File: src/rtl/pr_timer_pkg.sv
// pr_timer_pkg: shared types and constants for the pr_timer bus timer
package pr_timer_pkg;
  typedef enum logic [1:0] {IDLE, LOAD, CNT, INT} timerState;
  localparam logic [1:0] CTRL = 2'd0;
  localparam logic [1:0] PRESET = 2'd1;
  localparam logic [1:0] COUNT = 2'd2;
  localparam int CTRL_EN = 0;
  localparam int CTRL_MODE_LO = 1;
  localparam int CTRL_MODE_HI = 2;
  localparam int CTRL_IM = 3;
  localparam logic [1:0] MODE_ONESHOT = 2'b00;
  localparam logic [1:0] MODE_RELOAD = 2'b01;
endpackage

File: src/rtl/pr_timer.sv
// pr_timer: programmable down-counting timer with one-shot/auto-reload interrupt
module pr_timer
  import pr_timer_pkg::*;
(
  input  logic        clk,
  input  logic        reset,
  input  logic        Sel,
  input  logic [1:0]  Addr,
  input  logic        WE,
  input  logic [31:0] DIn,
  output logic [31:0] DOut,
  output logic        IRQ
);
  logic [3:0] ctrl;
  logic [31:0] preset;
  logic [31:0] count;
  logic pending;
  timerState state;
  logic writeCtrl;
  logic writePreset;
  logic reload;
  logic setPend;
  logic clrPend;
  assign writeCtrl = Sel & WE & (Addr == CTRL);
  assign writePreset = Sel & WE & (Addr == PRESET);
  assign reload = ctrl[CTRL_MODE_HI:CTRL_MODE_LO] == MODE_RELOAD;
  assign setPend = (state == CNT) & ctrl[CTRL_EN] & (count <= 32'd1);
  assign clrPend = ((state == INT) & reload) | (~reload & (writeCtrl | writePreset));
  assign IRQ = ctrl[CTRL_IM] & pending;
  // registers, count FSM and pending flag; CPU CTRL writes override the one-shot Enable clear
  always_ff @(posedge clk) begin
    if (reset) begin
      ctrl <= '0;
      preset <= '0;
      count <= '0;
      pending <= 1'b0;
      state <= IDLE;
    end else begin
      if (writeCtrl) ctrl <= DIn[3:0];
      else if (state == INT && !reload) ctrl[CTRL_EN] <= 1'b0;
      if (writePreset) preset <= DIn;
      pending <= setPend | (pending & ~clrPend);
      case (state)
        IDLE: if (ctrl[CTRL_EN]) state <= LOAD;
        LOAD: begin
          count <= preset;
          state <= CNT;
        end
        CNT: begin
          if (!ctrl[CTRL_EN]) state <= IDLE;
          else if (count > 32'd1) count <= count - 32'd1;
          else begin
            count <= '0;
            state <= INT;
          end
        end
        INT: state <= reload ? LOAD : IDLE;
        default: state <= IDLE;
      endcase
    end
  end
  // read mux: combinational on Addr, reserved offset reads zero
  always_comb
    DOut = (Addr == CTRL) ? {28'b0, ctrl} :
           (Addr == PRESET) ? preset :
           (Addr == COUNT) ? count : 32'b0;
endmodule

File: config.mk
export PLATFORM = sky130hd
export DESIGN_NAME = pr_timer
export DESIGN_NICKNAME = d
export VERILOG_FILES = /design/src/rtl/pr_timer_pkg.sv /design/src/rtl/pr_timer.sv
export SDC_FILE = /design/constraint.sdc
export NUM_CORES = 1
export LEC_CHECK = 0
export CAP_MARGIN = 20
export CORE_ASPECT_RATIO = 0.7
export CORE_MARGIN = 10
export CORE_UTILIZATION = 54
export DETAILED_ROUTE_END_ITERATION = 6
export DONT_BUFFER_PORTS = 1
export PLACE_DENSITY_LB_ADDON = 0.25
export REMOVE_ABC_BUFFERS = 1
export SKIP_CTS_REPAIR_TIMING = 1
export SLEW_MARGIN = 40
export SYNTH_ARGS = -nofsm -noshare
export SYNTH_HDL_FRONTEND = slang
export SYNTH_SLANG_ARGS = --single-unit
File: constraint.sdc
create_clock -name clk -period 2.6 [get_ports clk]
set_clock_uncertainty 0.05 [all_clocks]
set_input_delay 0.26 -clock clk [delete_from_list [all_inputs] [get_ports clk]]
set_output_delay 0.26 -clock clk [all_outputs]
set_load 0.01 [all_outputs]
==> results.json, run 1 <==
{
  "coreArea_sq_um": 7480,
  "n_antenna_cell": 0,
  "p_leak_nw": 1.62,
  "hold_path.class": "in -> reg",
  "gp_congestion": 0.942,
  "numPortBuffers": 0,
  "drc": 0,
  "grt_usage_pct": 22.1,
  "cts_root_buf": "clkbuf_16",
  "power_mw": 2.64,
  "cts.htree.levels": 3,
  "critPathLaunchType": "flip-flop",
  "crit_arrival_ns": 2.52,
  "syn2layout_area_growth_pct": 9.14,
  "peakVddDrop_mv": 0.430,
  "status": "complete, but fails checks",
  "pin_count": 71,
  "die_y_um": 94.3,
  "synth.top_cell.area_share_pct": 33.4,
  "yosysTopAreaCell": "dfxtp_1",
  "cpPeakStageDelay_ns": 0.42,
  "antenna_left": 0,
  "via_per_inst": 6.70,
  "p_per_area_nw_per_um2": 569,
  "use_met1_pct": 31.8,
  "cp_top_family": "simple AND/OR/NAND/NOR gates",
  "cp_slowest_cell": "nand4_1",
  "avgSynthCellArea_sq_um": 7.68,
  "fin_crit_sh_pct": 89.2,
  "fin_nets": 580,
  "synth-edff-count": 0,
  "grt_pass1_wl_mm": 21.8,
  "violations": "negative hold slack",
  "cts_buffers": 9,
  "critPathKind": "reg -> reg",
  "yosysWarningCount": 0,
  "crit_buf_inv": 1,
  "endpoint_kind": "flip-flop",
  "ys_top_cells_by_area": "dfxtp_1, nand2_1, a21oi_1",
  "synth_area_sq_um": 4260,
  "maxCapViolCount": 0,
  "slew_violations": 0,
  "rows": 26,
  "start_util_pct": 56.9,
  "busiest_layer": "met1",
  "drtIter0Drc": 499,
  "slew_headroom_pct": 48.0,
  "ys_ff_latch": 71,
  "die_x_um": 126,
  "wire_per_inst_um": 21.0,
  "post-route-min-period_ns": 2.32,
  "cp_max_fo": 8,
  "ys_seq_area_share_pct": 33.4,
  "path_cells": "inv_1 > ha_1 > nor3b_1 > nand4_1 > o31ai_1 > a21oi_1 > a211oi_1",
  "overflow": 0,
  "max-clock-path-buffers": 2,
  "setup-tns-final_ns": 0,
  "cts_sinks": 71,
  "finalSetupViolCount": 0,
  "worstPathRequired_ns": 2.80,
  "syn_inst": 554,
  "rsz0062_at_grt": "no",
  "vias": 4299,
  "clk_latency_ns": 0.34,
  "clk_pin_slew_ns": 0.06,
  "yosysUniqueCellTypes": 61,
  "met2_usage_pct": 30.9,
  "dp_hpwl_mm": 8.99,
  "final_cell_mix": "nand2_1, dfxtp_1, a21oi_1",
  "worst_hold_slack_ns": -0.00237,
  "antenna_found_initial": 0,
  "cts_tree": "built",
  "dieArea_sq_um": 11900,
  "grt_pass1_vias": 4055,
  "drt_wl_total_mm": 13.5,
  "fillerInstances": 681,
  "worstMarginPinSlew_ns": 0.777,
  "drtPass1Iterations": 5,
  "grt_max_degree": 73,
  "max_freq_ghz": 0.431,
  "drive_gt1_share_pct": 10.1,
  "async_reset_ff_share_pct": 0,
  "hold_viol": 3,
  "synth-main-ff-cell": "dfxtp_1",
  "grt_util_met3_pct": 7.05,
  "mostFrequentLayoutCell": "nand2_1"
}
metal layers:
metal  vias to the layer above  share of wire [%]
met4                         0                1.0
li1                       2046                  -
met5                         -                  0
met3                        13                 11
met1                      1998                 46
met2                       242                 42
power breakdown:
| group | internal [mW] | total [mW] | switching [mW] |
|---|---|---|---|
| Sequential | 1.11 | 1.13 | 0.0228 |
| Clock | 0.720 | 1.17 | 0.453 |
| Combinational | 0.117 | 0.340 | 0.222 |
sequential cells by signal, indices dropped and copies added (netlist names):
register  flops
state         2
pending       1
ctrl          4
count        32
preset       32
cell usage after synthesis (all sizes together) (2+ instances only):
master	count
nand2	90
dfxtp	71
a21oi	59
o21ai	53
nor2	34
clkbuf	33
a22o	28
buf	18
nor4	17
nand3	16
a211oi	15
a221oi	10
nor3	10
nand4	9
mux2i	8
o21a	8
nor2b	7
or4	6
a22oi	5
a31oi	5
inv	4
or3	4
nand2b	3
o31a	3
o31ai	3
a2111oi	2
a311o	2
and2	2
and3	2
ha	2
o211ai	2
o311ai	2
o41a	2
o41ai	2
xnor2	2
worst register-to-register path: cells and delay by family (launching register included):
family | cells | cell delay (ns)
buffers and inverters | 1 | 0.10
adders and majority gates | 1 | 0.24
AOI/OAI and AO/OA | 3 | 0.64
DFF | 1 | 0.37
and+or+nand+nor | 2 | 0.82
area by class of cell:
type | count | area (sq um) | area share [%]
Inverter | 5 | 18.8 | 0.404
Multi-Input combinational cell | 427 | 2580 | 55.6
Tap cell | 98 | 123 | 2.64
Timing Repair Buffer | 26 | 220 | 4.74
Clock buffer | 15 | 278 | 5.98
Sequential cell | 71 | 1420 | 30.6
through the flow:
step / setup WS (ns) / instance area (sq um) / cells / hold slack, ns / util [%]
CTS: 0.333 / 4600 / 639 / -0.0654 / 61.4
detailed placement: 0.351 / 4320 / 624 / 0.291 / 57.7
floorplan: 0.494 / 4020 / 503 / 0.277 / -
finish: 0.281 / 4640 / 642 / -0.00237 / 62.1
global route: 0.0383 / 4640 / 642 / -0.00671 / 62.1
global placement: 0.423 / 4320 / 624 / 0.289 / 57.7
kinds of logic (layout without fill, tap and decap cells):
kind of cell | Yosys count | in the layout | synth area share [%]
simple gates | 209 | 209 | 26.1
compound gates | 205 | 205 | 31.5
flops | 71 | 71 | 33.4
buf+inv | 56 | 46 | 6.00
mux | 8 | 8 | 1.88
xor+xnor | 3 | 3 | 0.618
fa+ha+maj | 2 | 2 | 0.588
path summary, 6_finish.rpt:
path	from	end	slack, ns	cells after the start
worst max-delay path	count[0]	count[26]	0.28	7
worst min-delay path	DIn[6]	preset[6]	-0.002	2
worst max register to register	count[0]	count[26]	0.28	7
worst min register to register	preset[6]	preset[6]	0.42	2
Note: power is estimated with default switching activity, not from simulation.
==> run 2, diff against run 1 <==
Settings changed: REMOVE_ABC_BUFFERS 1 to not set.
==> run 2 against run 1 <==
Effect of this change:
- the flow still finishes with violations (negative hold slack)
- sequential power about the same
- total power is 11% higher
- highest routed layer unchanged
- combinational power up 5%
- critical path type unchanged
- critical path depth did not move
==> results.json, run 2 (same netlist as run 1, synthesis figures left out) <==
{
  "status": "complete, but fails checks",
  "violations": "negative hold slack",
  "clk_pin_slew_ns": 0.06,
  "pin_count": 71,
  "final_cell_mix": "nand2_1, dfxtp_1, a21oi_1",
  "finalSetupViolCount": 0,
  "vias": 4417,
  "cts_root_buf": "clkbuf_16",
  "via_per_inst": 6.76,
  "syn2layout_area_growth_pct": 12.9,
  "pre_cts_ws_ns": 0.378,
  "grt_usage_pct": 22.6,
  "antenna_left": 0,
  "gp_congestion": 1.03,
  "n_antenna_cell": 0,
  "dieArea_sq_um": 11900,
  "die_x_um": 126,
  "setup-tns-final_ns": 0,
  "drive_gt1_share_pct": 11.2,
  "endpoint_kind": "flip-flop",
  "rsz0062_at_grt": "no",
  "rows": 26,
  "cts_sinks": 71,
  "drt_wl_total_mm": 14.0,
  "peakVddDrop_mv": 0.512,
  "hold_viol": 6,
  "synth_fp_nets": 594,
  "cts.htree.levels": 3,
  "antenna_found_initial": 0,
  "grt_max_degree": 73,
  "top_regs": "count x32, preset x32, ctrl x4",
  "start_util_pct": 56.9,
  "fin_nets": 590,
  "clk_latency_ns": 0.35,
  "slew_violations": 0,
  "fin_crit_sh_pct": 87.0,
  "drc": 0,
  "max-clock-path-buffers": 2,
  "setup_slack_ns": 0.337,
  "die_y_um": 94.3,
  "grt_pass1_wl_mm": 22.1,
  "post-route-min-period_ns": 2.26,
  "slew_headroom_pct": 47.4,
  "drtIter0Drc": 512,
  "p_per_area_nw_per_um2": 610,
  "worstPathRequired_ns": 2.77,
  "coreArea_sq_um": 7480,
  "numPortBuffers": 0,
  "worst_hold_slack_ns": -0.0112,
  "critPathLaunchType": "flip-flop",
  "hold_path.class": "in -> reg",
  "dp_hpwl_mm": 9.51,
  "cts_tree": "built",
  "crit_arrival_ns": 2.44,
  "maxCapViolCount": 0,
  "wire_per_inst_um": 21.4,
  "max_freq_ghz": 0.442,
  "p_leak_nw": 1.70,
  "mostFrequentLayoutCell": "nand2_1",
  "final_util_pct": 64.2,
  "fillerInstances": 668,
  "cts_buffers": 9,
  "grt_pass1_vias": 4159,
  "cp_max_fo": 8,
  "drtPass1Iterations": 5,
  "power_mw": 2.93,
  "critPathKind": "reg -> reg",
  "overflow": 0,
  "worstMarginPinSlew_ns": 0.787
}
run 2: changes by cell type in the layout (fill, tap and decap cells not counted), sizes merged:
cell,previous run,this run
buf,24,27
bufinv,0,3
clkbuf,15,10
clkinv,1,3
clkinvlp,0,1
dlygate4sd3,2,9
run 2: worst max-delay path, cell delays in order (launching register included):
cell and delay, ns:
dfxtp_1 0.37, nor4_1 0.33, buf_4 0.18, nand4_1 0.33
buf_4 0.30, nor3_1 0.21, nor4bb_1 0.30, nor4_1 0.07
run 2: power breakdown:
group          internal (mW)  switching, mW
logic                  0.130          0.227
clock network          0.959          0.487
registers               1.11         0.0238
run 2: layer usage:
layer | vias to the layer above | GRT usage (%) | share of wire (%)
met3 | 16 | 8.29 | 9.8
met5 | - | 0 | 0
met2 | 235 | 34.6 | 44
met4 | 0 | 5.48 | 0.99
li1 | 2055 | - | -
met1 | 2111 | 29.4 | 45
run 2: cell type report:
class                           count  area [sq um]  area share [%]
Clock inverter                      6           108            2.24
Sequential cell                    71          1420            29.6
Timing Repair Buffer               36           313            6.51
Clock buffer                       10           239            4.97
Inverter                            5          18.8           0.391
Tap cell                           98           123            2.55
Multi-Input combinational cell    427          2580            53.8
run 2: per-stage QoR:
stage               hold slack [ns]  cell area (sq um)  cells
floorplan                     0.346               4260    554
global placement              0.286               4340    627
detailed placement            0.289               4340    627
CTS                         -0.0742               4690    643
global route               -0.00301               4810    653
finish                      -0.0112               4810    653
run 2: final timing paths:
check,cells past startpoint,start,slack [ns],to
worst min-delay path,2,DIn[18],-0.01,preset[18]
worst min register to register,2,preset[6],0.42,preset[6]
worst max register to register,7,count[0],0.34,count[17]
worst max-delay path,7,count[0],0.34,count[17]
